==> config.mk <==
export PLATFORM = sky130hd
export DESIGN_NAME = chunked_serial_adder
export DESIGN_NICKNAME = d
export VERILOG_FILES = /design/src/rtl/chunked_serial_adder.sv
export SDC_FILE = /design/constraint.sdc
export NUM_CORES = 1
export LEC_CHECK = 0
export ABC_AREA = 1
export BUFFER_PORTS_ARGS = -buffer_cell sky130_fd_sc_hd__buf_2
export CAP_MARGIN = 20
export CORE_MARGIN = 2
export CORE_UTILIZATION = 50
export DETAILED_ROUTE_END_ITERATION = 12
export GPL_TIMING_DRIVEN = 0
export PLACE_DENSITY = 0.72
export RECOVER_POWER = 50
export SYNTH_ARGS = -nofsm -noshare
export SYNTH_HDL_FRONTEND = slang
export SYNTH_SLANG_ARGS = --single-unit
==> constraint.sdc <==
create_clock -name clk -period 6 [get_ports clk]
set_input_delay 0.3 -clock clk [delete_from_list [all_inputs] [get_ports clk]]
set_output_delay 0.3 -clock clk [all_outputs]
set_load 0.1 [all_outputs]
==> src/rtl/chunked_serial_adder.sv <==
// Multi-cycle adder: sums two WIDTH-bit operands CHUNK bits per clock with a registered inter-chunk carry.
// Optional SUBTRACT_EN adds a sub port selecting a + ~b + 1.
//
// state | meaning
// IDLE  | waiting for start, busy=0
// RUN   | adding chunk idx (0..N-1), busy=1
module chunked_serial_adder #(
    parameter int WIDTH = 32,
    parameter int CHUNK = 8
) (
    input  logic             clk,
    input  logic             reset_n,
    input  logic             start,
    input  logic [WIDTH-1:0] a,
    input  logic [WIDTH-1:0] b,
    input  logic             carryin,
`ifdef SUBTRACT_EN
    input  logic             sub,
`endif
    output logic             busy,
    output logic             done,
    output logic [WIDTH-1:0] sum,
    output logic             carryout,
    output logic             overflow
);

    localparam int N     = WIDTH / CHUNK;
    localparam int IDX_W = (N > 1) ? $clog2(N) : 1;
    localparam logic [IDX_W-1:0] IDX_LAST = IDX_W'(N - 1);

    typedef enum logic {IDLE, RUN} state_t;

    state_t           state, next_state;
    logic [WIDTH-1:0] a_reg, b_reg, b_in;
    logic             carry_reg, c_in;
    logic [IDX_W-1:0] idx;
    logic             accept, last;
    logic [CHUNK-1:0] a_slice, b_slice, s_slice;
    logic             c_slice, msb_cin;

    always_comb begin
`ifdef SUBTRACT_EN
        b_in = sub ? ~b : b;
        c_in = sub ? 1'b1 : carryin;
`else
        b_in = b;
        c_in = carryin;
`endif
    end

    always_comb begin
        next_state = state;
        accept     = 1'b0;
        last       = 1'b0;
        case (state)
            IDLE: begin
                if (start) begin
                    accept     = 1'b1;
                    next_state = RUN;
                end
            end
            RUN: begin
                if (idx == IDX_LAST) begin
                    last       = 1'b1;
                    next_state = IDLE;
                end
            end
            default: next_state = IDLE;
        endcase
    end

    assign busy    = (state == RUN);
    assign a_slice = a_reg[idx*CHUNK +: CHUNK];
    assign b_slice = b_reg[idx*CHUNK +: CHUNK];
    assign {c_slice, s_slice} = {1'b0, a_slice} + {1'b0, b_slice} + (CHUNK + 1)'(carry_reg);
    // A sum bit is a ^ b ^ cin, so the carry into the MSB falls out of the MSB sum bit.
    assign msb_cin = s_slice[CHUNK-1] ^ a_slice[CHUNK-1] ^ b_slice[CHUNK-1];

    always_ff @(posedge clk) begin
        if (!reset_n) state <= IDLE;
        else          state <= next_state;
    end

    always_ff @(posedge clk) begin
        if (!reset_n) begin
            a_reg     <= '0;
            b_reg     <= '0;
            carry_reg <= 1'b0;
            idx       <= '0;
            sum       <= '0;
            carryout  <= 1'b0;
            overflow  <= 1'b0;
            done      <= 1'b0;
        end else begin
            done <= last;
            if (accept) begin
                a_reg     <= a;
                b_reg     <= b_in;
                carry_reg <= c_in;
                idx       <= '0;
            end else if (busy) begin
                sum[idx*CHUNK +: CHUNK] <= s_slice;
                carry_reg               <= c_slice;
                idx                     <= idx + 1'b1;
                if (last) begin
                    carryout <= c_slice;
                    overflow <= msb_cin ^ c_slice;
                    idx      <= '0;
                end
            end
        end
    end

endmodule

* Word-level counts from Yosys, hierarchy flattened *
Index checks and enable logic that the tools add are counted.

word-level totals
  word-level logic and storage cells = 38
  bits of input ports = 68
  flip-flop bits (word level) = 103
  output and inout port bits = 36

cells by class
  add/subtract/negate cells = 4
  mux-type cells = 10
  equal/unequal tests = 1
  reductions and logical operators = 4
  shift-type cells = 4
  bitwise operators = 6

operators by type and width
  operator                                                                  number
  32-bit by 6-bit indexed part select with 8-bit output                     2
  5-bit negation with 34-bit output                                         1
  8-bit by 34-bit variable shift with 32-bit output (first input constant)  1
  8-bit by 34-bit indexed part select with 32-bit output                    1
  32-bit bitwise mux                                                        1
  8-bit by 8-bit adder with 9-bit output                                    1
  9-bit by 1-bit adder with 9-bit output                                    1
  1-bit 2-to-1 mux                                                          7
  1-bit inverter                                                            3
  3-bit AND reduction                                                       1
  1-bit XOR                                                                 3
  2-bit by 1-bit adder with 2-bit output (second input constant)            1
  2-bit equality test (second input constant)                               1
  2-bit 2-to-1 mux                                                          1
  1-bit case mux with 2 select lines                                        1
  2-bit AND reduction                                                       1
  2-bit nonzero test                                                        1
  2-bit OR reduction                                                        1

* Logic depth before layout (Yosys ltp) *
Gate-level depths: netlist of run 1.

  depth after elaboration = 6
  mapped depth = 18
  depth with buffers taken out = 16

* Worst setup path after synthesis of run 1 *
No wires, ideal clock.

  path type = reg-to-reg
  start point = register idx[0]
  end point = register sum[28]
  cell stages (with the launch flop) = 14
  library setup time = 0.071 ns
  data arrival time = 2.611 ns
  path slack = 3.318 ns
  buffers on the path = 2
  data required time = 5.929 ns
  clock period less this slack = 2.682 ns
  cell sequence = dfxtp_1 -> inv_1 -> buf_4 -> clkbuf_1 -> o21ai_0 -> o22ai_1 -> fa_1 -> fa_1 -> nand3_1 -> nand2_1 -> xor2_1 -> nor3_1 -> nand2_1 -> a21oi_1

between the ends
  longest elaborated chain between the ends = 5
  elaborated cells between the ends (all ways) = 8
  those cells by class = add/sub (3); shift (4); mux (1)

ends and longest elaborated chain
  what                                                                      RTL line  source
  start: declaration                                                        36        logic [IDX_W-1:0] idx;
  start signal: assignment                                                  104       idx <= idx + 1'b1;
  32-bit by 6-bit indexed part select with 8-bit output (on tied branches)  73, 74
  8-bit by 8-bit adder with 9-bit output                                    75        assign {c_slice, s_slice} = {1'b0, a_slice} + {1'b0, b_slice} + (CHUNK + 1)'(carry_reg);
  9-bit by 1-bit adder with 9-bit output                                    75
  8-bit by 34-bit indexed part select with 32-bit output                    102       sum[idx*CHUNK +: CHUNK] <= s_slice;
  32-bit bitwise mux (*)                                                    102
  end signal: indexed assignment                                            102
  end: declaration                                                          22        output logic [WIDTH-1:0] sum,

Every way passes the cells marked *; elsewhere a longest branch is shown, timed or not.
A chain may end at the register's enable or synchronous reset.

* Worst setup path in the final report of run 1 *
Same ends and word-level chain as after synthesis.

==> results of run 1 <==
[critical path: cells and delay by family (launching register included)]
kind / cells / cell delay, ns
AOI/OAI and AO/OA: 3 / 0.51
xor gates and xnor gates: 1 / 0.18
adders and majority gates: 2 / 0.90
buffers and inverters: 3 / 0.66
DFF: 1 / 0.48
and+or+nand+nor: 4 / 0.58
[worst max-delay path by stage]
stage	startpoint	to	slack, ns
2_1_floorplan	idx[0]	sum[28]	3.32
3_3_place_gp	idx[0]	sum[28]	2.73
3_5_place_dp	idx[0]	sum[28]	2.66
4_1_cts	idx[0]	sum[28]	2.64
5_1_grt	idx[0]	sum[28]	2.35
6_report	idx[0]	sum[28]	2.62
[cell families (layout without fill, tap and decap cells)]
group,count (synthesis),count (layout),synth area share
simple gates,309,309,0.274
compound gates,152,152,0.176
flops,103,103,0.445
fa+ha+maj,14,14,0.0410
buf+inv,64,183,0.0583
xor+xnor,3,3,0.00567
[layer usage]
metal | wire (microns) | track usage | vias up | share of wire
met1 | 5890 | 0.336 | 2140 | 0.45
met5 | 0 | 0 | - | 0
met3 | 595 | 0.0279 | 28 | 0.046
li1 | - | - | 2340 | -
met4 | 459 | 0.124 | 0 | 0.035
met2 | 6100 | 0.464 | 145 | 0.47
[power groups by stage]
stage                     clock, uW  sequential [uW]  combinational (uW)
after floorplan                   0              799                 201
after global placement            0              764                 329
after detailed placement          0              766                 334
after CTS                       418              750                 335
after global routing            442              755                 374
final                           416              750                 333
[placed cells by master (no fill, tap or decap), types with 2 or more instances in the layout]
cell type,count
a21oi_1,32
a21oi_2,3
a22oi_1,4
buf_1,3
buf_2,73
clkbuf_1,63
clkbuf_8,11
clkinv_1,2
clkinvlp_4,2
dfxtp_1,103
fa_1,2
ha_1,12
inv_1,25
nand2_1,95
nand2_2,9
nand3_1,24
nand4_1,5
nor2_1,167
nor2_2,3
o211ai_1,4
o21ai_0,92
o22ai_1,14
xor2_1,3
[through the flow]
| stage | setup WS [ns] | hold slack, ns | area [sq um] | total power, uW |
|---|---|---|---|---|
| 4_1_cts | 2.64 | 0.172 | 5480 | 1500 |
| 6_report | 2.62 | 0.167 | 5420 | 1500 |
| 3_3_place_gp | 2.73 | 0.450 | 5290 | 1090 |
| 3_5_place_dp | 2.66 | 0.452 | 5290 | 1100 |
| 2_1_floorplan | 3.32 | 0.444 | 4640 | 1000 |
| 5_1_grt | 2.35 | 0.181 | 5420 | 1570 |
[layout make-up]
type                    count  area share
plain buffers              37      0.0291
flip-flops and latches    103       0.381
inverters                  27      0.0187
clock buffers              12      0.0286
repair buffers            103      0.0869
clock inverters             4     0.00531
multi-input cells         478       0.425
well taps                 111      0.0256
==> out/qor.txt, run 1 <==
Mean Syn Cell Area - 7.19 sq um
I/O pin cnt - 104
die width - 100 microns
Final Max Slew Viols - 0
Critical Path AT - 3.68 ns
GPL Wtd Cong - 0.898
Core Box Area - 9110 sq um
antenna diode count - 0
number of synthesized flops with an enable pin - 0
RR Startpoint - idx[0]
placed wire-length estimate - 9.93 mm
Maximum Capacitance Violations - 0
number of remaining DRC errors - 0
I/O Buffers - 103
#FFs+latches synth - 103
P&R area growth vs syn - 16.8%
die height - 100 microns
CTS Buf Count - 9
initial antenna violation count - 0
crit-path max FO - 10
Pleak - 0.00231 uW
Routed WL - 13.0 mm
worst hold path type - input port to register
Endpoint, Worst Hold - b_reg[22]
Synth Flop Type - dfxtp_1
Setup CP Type - register to register
first-pass GRT wire length - 21.1 mm
startpoint types - register
Worst slew margin - 0.216
Async SR Flop Fraction - 0
Post-Syn Instances - 645
Synth area leaders - dfxtp_1 (44%), nor2_1 (14%), o21ai_0 (9.9%)
Worst Hold Path Cells - 3
PD cells - 277 nW/um^2
Tightest Pin Transition - 1.18 ns
commonest cells in the netlist - nor2_1 (167), dfxtp_1 (103), nand2_1 (94)
Routed Antenna Nets - 0
clock share of power - 0.277
period utilisation layout - 0.563
DIE AREA - 10100 sq um
Layout Cells excl Fill - 875
cell with the most instances after synthesis - nor2_1
CP Capture Type - register
Unique masters post-synth - 33
setup tns final - 0 ns
DR vias - 4653
Setup Fix Bufs, Post-CTS - 0
share of power burned in registers - 0.501
RSZ-0062 raised after global routing - false
slowest CP cell - dfxtp_1
required time of the critical path - 6.30 ns
Critical R2R Capture - sum[28]
Initial Utilization - 0.509
Critical Path, Cell by Cell - inv_1, buf_4, clkbuf_1, o21ai_0, o22ai_1, fa_1, fa_1, nand3_1, nand2_1, xor2_1, nor3_1, nand2_1, a21oi_1
Syn Nets - 727
Sw Ratio - 0.330
Logic pwr share - 0.222
Yosys top cell by area - dfxtp_1
slowest stage delay, CP - 0.48 ns
utilization after layout - 0.595
area of the multi-input gates - 2300 sq um
CTS tree - done
Clock Latency Late Sink - 0.37 ns
reg2reg path depth - 13
YS warnings - 0
outcome - finished, final reports clean
final-stage net count - 841
# rows - 35
hold buffers post-CTS - 0
Final Hold Vio Count - 0
Clock Tree Buf Depth - 2
Clock Pin Slew Worst Setup and Hold Paths - 0.10 ns
Worst VDD drop - 132 uV
share of cells above drive strength 1 - 0.141
flop2flop setup slack - 2.62 ns
largest net degree at the start of global routing - 17
GRT Overall Usage - 0.268
Setup Skew - 0.0125 ns
fill cell count - 948
Register Area - 2060 sq um
Net Sw Power - 495 uW
vias in the first global route - 4478
min cycle time layout - 3.38 ns
root buf cell - clkbuf_8
DP Cell Count - 859
Final Setup Violations - 0
cts repair resizes - 0
Pint - 1000 uW
H-tree depth - 3
sequential area share after synthesis - 0.445
Worst Hold Launch - b[22]
Peak Freq - 296 MHz
initial drt markers - 201
WL/cell - 14.9 microns
Syn Std Cell Area - 4640 sq um
area share of the largest cell type after synthesis - 0.445
vias per cell - 5.32
total gr overflow - 0
drt pass-1 iters - 4
CTS Sinks - 103
(Power assumes the default switching activity.)
==> run 2, diff against run 1 <==
--- a/config.mk
+++ b/config.mk
@@ -5,7 +5,7 @@
 export SDC_FILE = /design/constraint.sdc
 export NUM_CORES = 1
 export LEC_CHECK = 0
-export ABC_AREA = 1
+export ABC_AREA = 0
 export BUFFER_PORTS_ARGS = -buffer_cell sky130_fd_sc_hd__buf_2
 export CAP_MARGIN = 20
 export CORE_MARGIN = 2
==> constraint.sdc (replaced) <==
create_clock -name clk -period 3.3 [get_ports clk]
set_input_delay 0.165 -clock clk [delete_from_list [all_inputs] [get_ports clk]]
set_output_delay 0.165 -clock clk [all_outputs]
set_load 0.1 [all_outputs]
==> run 2 against run 1 <==
Clock power up 130%. Sequential power up 76%. Combinational power up 28%. Wire length down 10%. Utilization up 3.2 points. Via count down 14%. Critical endpoint is now overflow. Count of clock-buffer cells in the layout down 2. Global-route usage down 1.9 points. Critical path depth down 1. Fmax up 5.8%. Sequential share of layout area up 0.30 points. Cell count down 16%.
==> out/qor.txt, run 2 <==
cell with the most instances after synthesis - nand2_1
slowest CP cell - mux4_2
Final Hold Vio Count - 0
period utilisation layout - 0.968
initial antenna violation count - 0
Layout Cells excl Fill - 735
Clock Latency Late Sink - 0.37 ns
GR Layer Usage met3 - 0.0511
flop2flop setup slack - 0.10 ns
commonest cells in the netlist - nand2_1 (139), dfxtp_1 (103), a21oi_1 (73)
Syn Nets - 578
hold buffers post-CTS - 0
Pwr Total - 2690 uW
vias in the first global route - 3794
share of cells above drive strength 1 - 0.195
min cycle time layout - 3.20 ns
YS warnings - 0
outcome - finished, final reports clean
GRT Overall Usage - 0.249
initial drt markers - 170
antenna diode count - 0
Final Max Slew Viols - 0
slowest stage delay, CP - 0.55 ns
Pleak - 0.00213 uW
Synth Area in Compound Gates - 0.163
number of remaining DRC errors - 0
setup tns final - 0 ns
Initial Utilization - 0.510
I/O Buffers - 103
CP Buf/Inv Count - 3
total gr overflow - 0
startpoint types - register
number of synthesized flops with an enable pin - 0
required time of the critical path - 3.58 ns
drt pass-1 iters - 4
#FFs+latches synth - 103
sequential area share after synthesis - 0.471
Unique masters post-synth - 41
placed wire-length estimate - 8.47 mm
final-stage net count - 704
area share of the largest cell type after synthesis - 0.471
DR vias - 4004
XOR/XNOR Fraction of Synth Area - 0.0140
Maximum Capacitance Violations - 0
GRT busiest layer - met2
largest family of logic cells by synthesized area - simple AND/OR/NAND/NOR gates
CTS Sinks - 103
crit-path max FO - 7
Worst slew margin - 0.203
vias per cell - 5.45
DP Cell Count - 707
pre-CTS WS - -0.678 ns
Syn Std Cell Area - 4380 sq um
H-tree depth - 3
root buf cell - clkbuf_8
Top delay family on crit path - compound AO/OA/AOI/OAI gates
DIE AREA - 9530 sq um
utilization after layout - 0.627
I/O pin cnt - 104
Post-Syn Instances - 496
Peak Freq - 313 MHz
Critical Path AT - 3.48 ns
met2 Use GR - 0.404
Core Box Area - 8590 sq um
Yosys top cell by area - dfxtp_1
GPL Wtd Cong - 0.853
die width - 97.6 microns
fill cell count - 779
PD cells - 501 nW/um^2
Worst VDD drop - 289 uV
Setup Skew - 0.0134 ns
Setup CP Type - register to register
mux contribution to synthesized area - 0.0845
first-pass GRT wire length - 18.8 mm
most frequent cells in the layout - nand2_1 (139), dfxtp_1 (102), a21oi_1 (72)
Critical Path, Cell by Cell - buf_12, buf_12, mux4_2, fa_2, fa_2, a21o_1, a21oi_4, buf_4, o31a_1, xnor2_1, xnor2_1, o31ai_1
die height - 97.6 microns
worst hold path type - input port to register
P&R area growth vs syn - 22.9%
adder-cell share of the synthesized area - 0.0434
Simple-Gate Fraction of Synth Area - 0.191
# rows - 34
WL/cell - 15.9 microns
Clock Pin Slew Worst Setup and Hold Paths - 0.10 ns
largest net degree at the start of global routing - 18
Synth area leaders - dfxtp_1 (47%), nand2_1 (12%), a21oi_1 (8.3%)
CP Capture Type - register
Mean Syn Cell Area - 8.83 sq um
Clock Tree Buf Depth - 2
Async SR Flop Fraction - 0
Routed Antenna Nets - 0
Tightest Pin Transition - 1.20 ns
Final Setup Violations - 0
Synth Flop Type - dfxtp_1
fin worst setup slack - 0.105 ns
CTS Buf Count - 9
commonest non-fill, non-tap cell in the layout - nand2_1
CTS tree - done
Routed WL - 11.7 mm
GR Util met1 - 0.323
run 2: cell count changes in the layout (fill, tap and decap cells not counted), moves of 10 or more:
cell and delta:
a21oi_1 +40, nand2_1 +44, a22oi_1 +20, nand3_1 -21
buf_4 +10, inv_1 -20, nor2_1 -131, mux4_2 +16
o21ai_0 -90, o22ai_1 -14
run 2: worst paths after layout:
path / from / end / cells after the start
hold / removal: b[25] / b_reg[25] / 3
setup / recovery: idx[0] / overflow / 12
setup reg to reg: idx[0] / overflow / 12
hold reg to reg: b_reg[19] / b_reg[19] / 2
run 2: routing by layer:
layer / vias to the layer above / routed length (microns)
met1: 1895 / 5060
met3: 19 / 718
li1: 1956 / -
met5: - / 0
met4: 0 / 270
met2: 134 / 5670
run 2: kinds of logic (layout without fill, tap and decap cells):
family          Yosys count  in the layout
fa+ha+maj                14             14
mux                      17             17
xor+xnor                  7              7
simple gates            200            200
flops                   103            103
buf+inv                  37            168
compound gates          118            118
run 2: worst min-delay path, stage by stage:
cell     delay (ns)
buf_2          0.10
nand2_1        0.04
a21oi_1        0.05
run 2: cell type report:
cell class | instances | area (sq um) | area share
clock inverters | 6 | 116 | 0.0216
flip-flops and latches | 103 | 2070 | 0.384
plain buffers | 32 | 170 | 0.0316
well taps | 108 | 135 | 0.0251
multi-input cells | 356 | 2190 | 0.407
inverters | 5 | 18.8 | 0.00349
clock buffers | 10 | 128 | 0.0237
repair buffers | 115 | 557 | 0.103
run 2: power breakdown:
part	leakage, uW	total [uW]	internal (uW)	switching (uW)
Clock	0.000121	944	509	435
Sequential	0.000841	1320	1290	29.7
Combinational	0.00116	427	165	262
Total	0.00213	2690	1970	726
run 2: timing repair:
action                                  4_1_cts  5_1_grt
buffers inserted                              2       10
endpoints found under the setup margin       19        5
resized for setup                            13        4
pin swaps                                     2        5
run 2: per-stage QoR:
stage | hold WS [ns] | cell area (sq um)
after floorplan | 0.301 | 4390
after global placement | 0.406 | 5040
after detailed placement | 0.410 | 5040
after CTS | 0.00958 | 5350
after global routing | 0.0142 | 5380
final | 0.0199 | 5380
==> run 3, diff against run 2 <==
--- a/config.mk
+++ b/config.mk
@@ -10,6 +10,7 @@
 export CAP_MARGIN = 20
 export CORE_MARGIN = 2
 export CORE_UTILIZATION = 50
+export CTS_BUF_LIST = sky130_fd_sc_hd__clkbuf_2 sky130_fd_sc_hd__clkbuf_4 sky130_fd_sc_hd__clkbuf_8
 export DETAILED_ROUTE_END_ITERATION = 12
 export GPL_TIMING_DRIVEN = 0
 export PLACE_DENSITY = 0.72
==> run 3 against run 2 <==
Cell count is the same. Wire length about the same. Sequential share of layout area hardly changed. Global-route usage stayed put. Via count shrank 0.32%. Combinational power is essentially flat. Critical path type unchanged. Total power up 0.33%. Critical endpoint unchanged. Flip-flop and latch count is the same. First-iteration DRC count is 1.8% lower. Register-to-register slack is essentially flat. Die area unchanged.
==> out/qor.txt, run 3 (synthesis results as in run 2) <==
Worst Hold Launch - b[25]
GPL Wtd Cong - 0.853
CTS tree - done
Critical Path End - overflow
antenna diode count - 0
Clock Latency Late Sink - 0.37 ns
Initial Utilization - 0.510
most frequent cells in the layout - nand2_1 (139), dfxtp_1 (102), a21oi_1 (72)
largest net degree at the start of global routing - 18
Worst Hold Path Cells - 3
flop2flop setup slack - 0.11 ns
PD cells - 502 nW/um^2
Routed WL - 11.7 mm
share of power burned in registers - 0.490
Setup CP Type - register to register
die height - 97.6 microns
Final Max Slew Viols - 0
fill cell count - 778
vias per cell - 5.43
startpoint types - register
Maximum Capacitance Violations - 0
Critical R2R Capture - overflow
crit-path max FO - 7
Peak Freq - 313 MHz
placed wire-length estimate - 8.47 mm
Net Sw Power - 727 uW
Core Box Area - 8590 sq um
Pleak - 0.00213 uW
Sw Ratio - 0.269
I/O Buffers - 103
hold buffers post-CTS - 0
drt pass-1 iters - 5
I/O pin cnt - 104
Routed Antenna Nets - 0
Clock Pin Slew Worst Setup and Hold Paths - 0.10 ns
Top delay family on crit path - compound AO/OA/AOI/OAI gates
Worst VDD drop - 289 uV
worst hold path type - input port to register
Clock Tree Buf Depth - 2
slowest CP cell - mux4_2
first-pass GRT wire length - 18.8 mm
Layout Cells excl Fill - 735
# rows - 34
DIE AREA - 9530 sq um
GRT Overall Usage - 0.249
total gr overflow - 0
critical path depth - 12
Crit. Startpoint - idx[0]
die width - 97.6 microns
root buf cell - clkbuf_8
Worst slew margin - 0.203
Setup Skew - 0.0132 ns
Critical Path, Cell by Cell - buf_12, buf_12, mux4_2, fa_2, fa_2, a21o_1, a21oi_4, buf_4, o31a_1, xnor2_1, xnor2_1, o31ai_1
Final Setup Violations - 0
Logic pwr share - 0.158
period utilisation layout - 0.968
WL/cell - 15.9 microns
min cycle time layout - 3.19 ns
slowest stage delay, CP - 0.55 ns
vias in the first global route - 3794
DR vias - 3991
RR Startpoint - idx[0]
share of cells above drive strength 1 - 0.196
initial antenna violation count - 0
setup tns final - 0 ns
CTS Sinks - 103
outcome - finished, final reports clean
DP Cell Count - 707
reg2reg path depth - 12
initial drt markers - 167
clock share of power - 0.353
Final Hold Vio Count - 0
number of remaining DRC errors - 0
CP Capture Type - register
final-stage net count - 704
Critical Path AT - 3.48 ns
H-tree depth - 3
CP Buf/Inv Count - 3
required time of the critical path - 3.59 ns
fin worst setup slack - 0.106 ns
CTS Buf Count - 9
Pint - 1980 uW
Tightest Pin Transition - 1.20 ns
utilization after layout - 0.627
hold slack - 0.0181 ns
P&R area growth vs syn - 23.0%
commonest non-fill, non-tap cell in the layout - nand2_1
pre-CTS WS - -0.678 ns
run 3: cell type report:
| class | instances | area (sq um) | area share |
|---|---|---|---|
| timing repair buffer | 115 | 557 | 0.103 |
| inverter | 5 | 18.8 | 0.00348 |
| multi-input combinational | 356 | 2190 | 0.407 |
| buffer | 32 | 170 | 0.0316 |
| clock inverter | 6 | 116 | 0.0216 |
| sequential | 103 | 2070 | 0.383 |
| tap | 108 | 135 | 0.0251 |
| clock buffer | 10 | 131 | 0.0244 |
run 3: how the worst min path moves through the flow:
stage	to	slack (ns)
final	b_reg[25]	0.02
after detailed placement	b_reg[9]	0.41
after global placement	b_reg[26]	0.41
after global routing	b_reg[16]	0.01
after CTS	b_reg[9]	0.01
after floorplan	a_reg[0]	0.30
run 3: metrics by stage:
step / instance area, sq um / power (uW)
floorplan: 4390 / 1620
global placement: 5040 / 1740
detailed placement: 5040 / 1750
CTS: 5350 / 2700
global route: 5390 / 2810
finish: 5390 / 2700
run 3: power groups by stage:
stage | Combinational, uW | Clock [uW] | Sequential (uW)
6_report | 427 | 954 | 1320
4_1_cts | 415 | 959 | 1320
2_1_floorplan | 237 | 0 | 1380
3_3_place_gp | 391 | 0 | 1350
5_1_grt | 465 | 1020 | 1330
3_5_place_dp | 399 | 0 | 1350
run 3: timing repair:
item                       CTS  global route
setup endpoints to repair   19             5
buffers inserted             2            10
pin swaps                    2             5
resized for setup           13             4
run 3: worst reg2reg max path, cell delays in order, from the launching register on:
cell	delay, ns
dfxtp_4	0.38
buf_12	0.11
buf_12	0.12
mux4_2	0.55
fa_2	0.38
fa_2	0.36
a21o_1	0.20
a21oi_4	0.18
buf_4	0.13
o31a_1	0.20
xnor2_1	0.16
xnor2_1	0.08
o31ai_1	0.25
run 3: metal layers:
layer	routed length, microns	GRT usage	share of wire
met1	5130	0.323	0.44
met2	5650	0.404	0.48
met3	662	0.0511	0.057
met4	272	0.109	0.023
met5	0	0	0
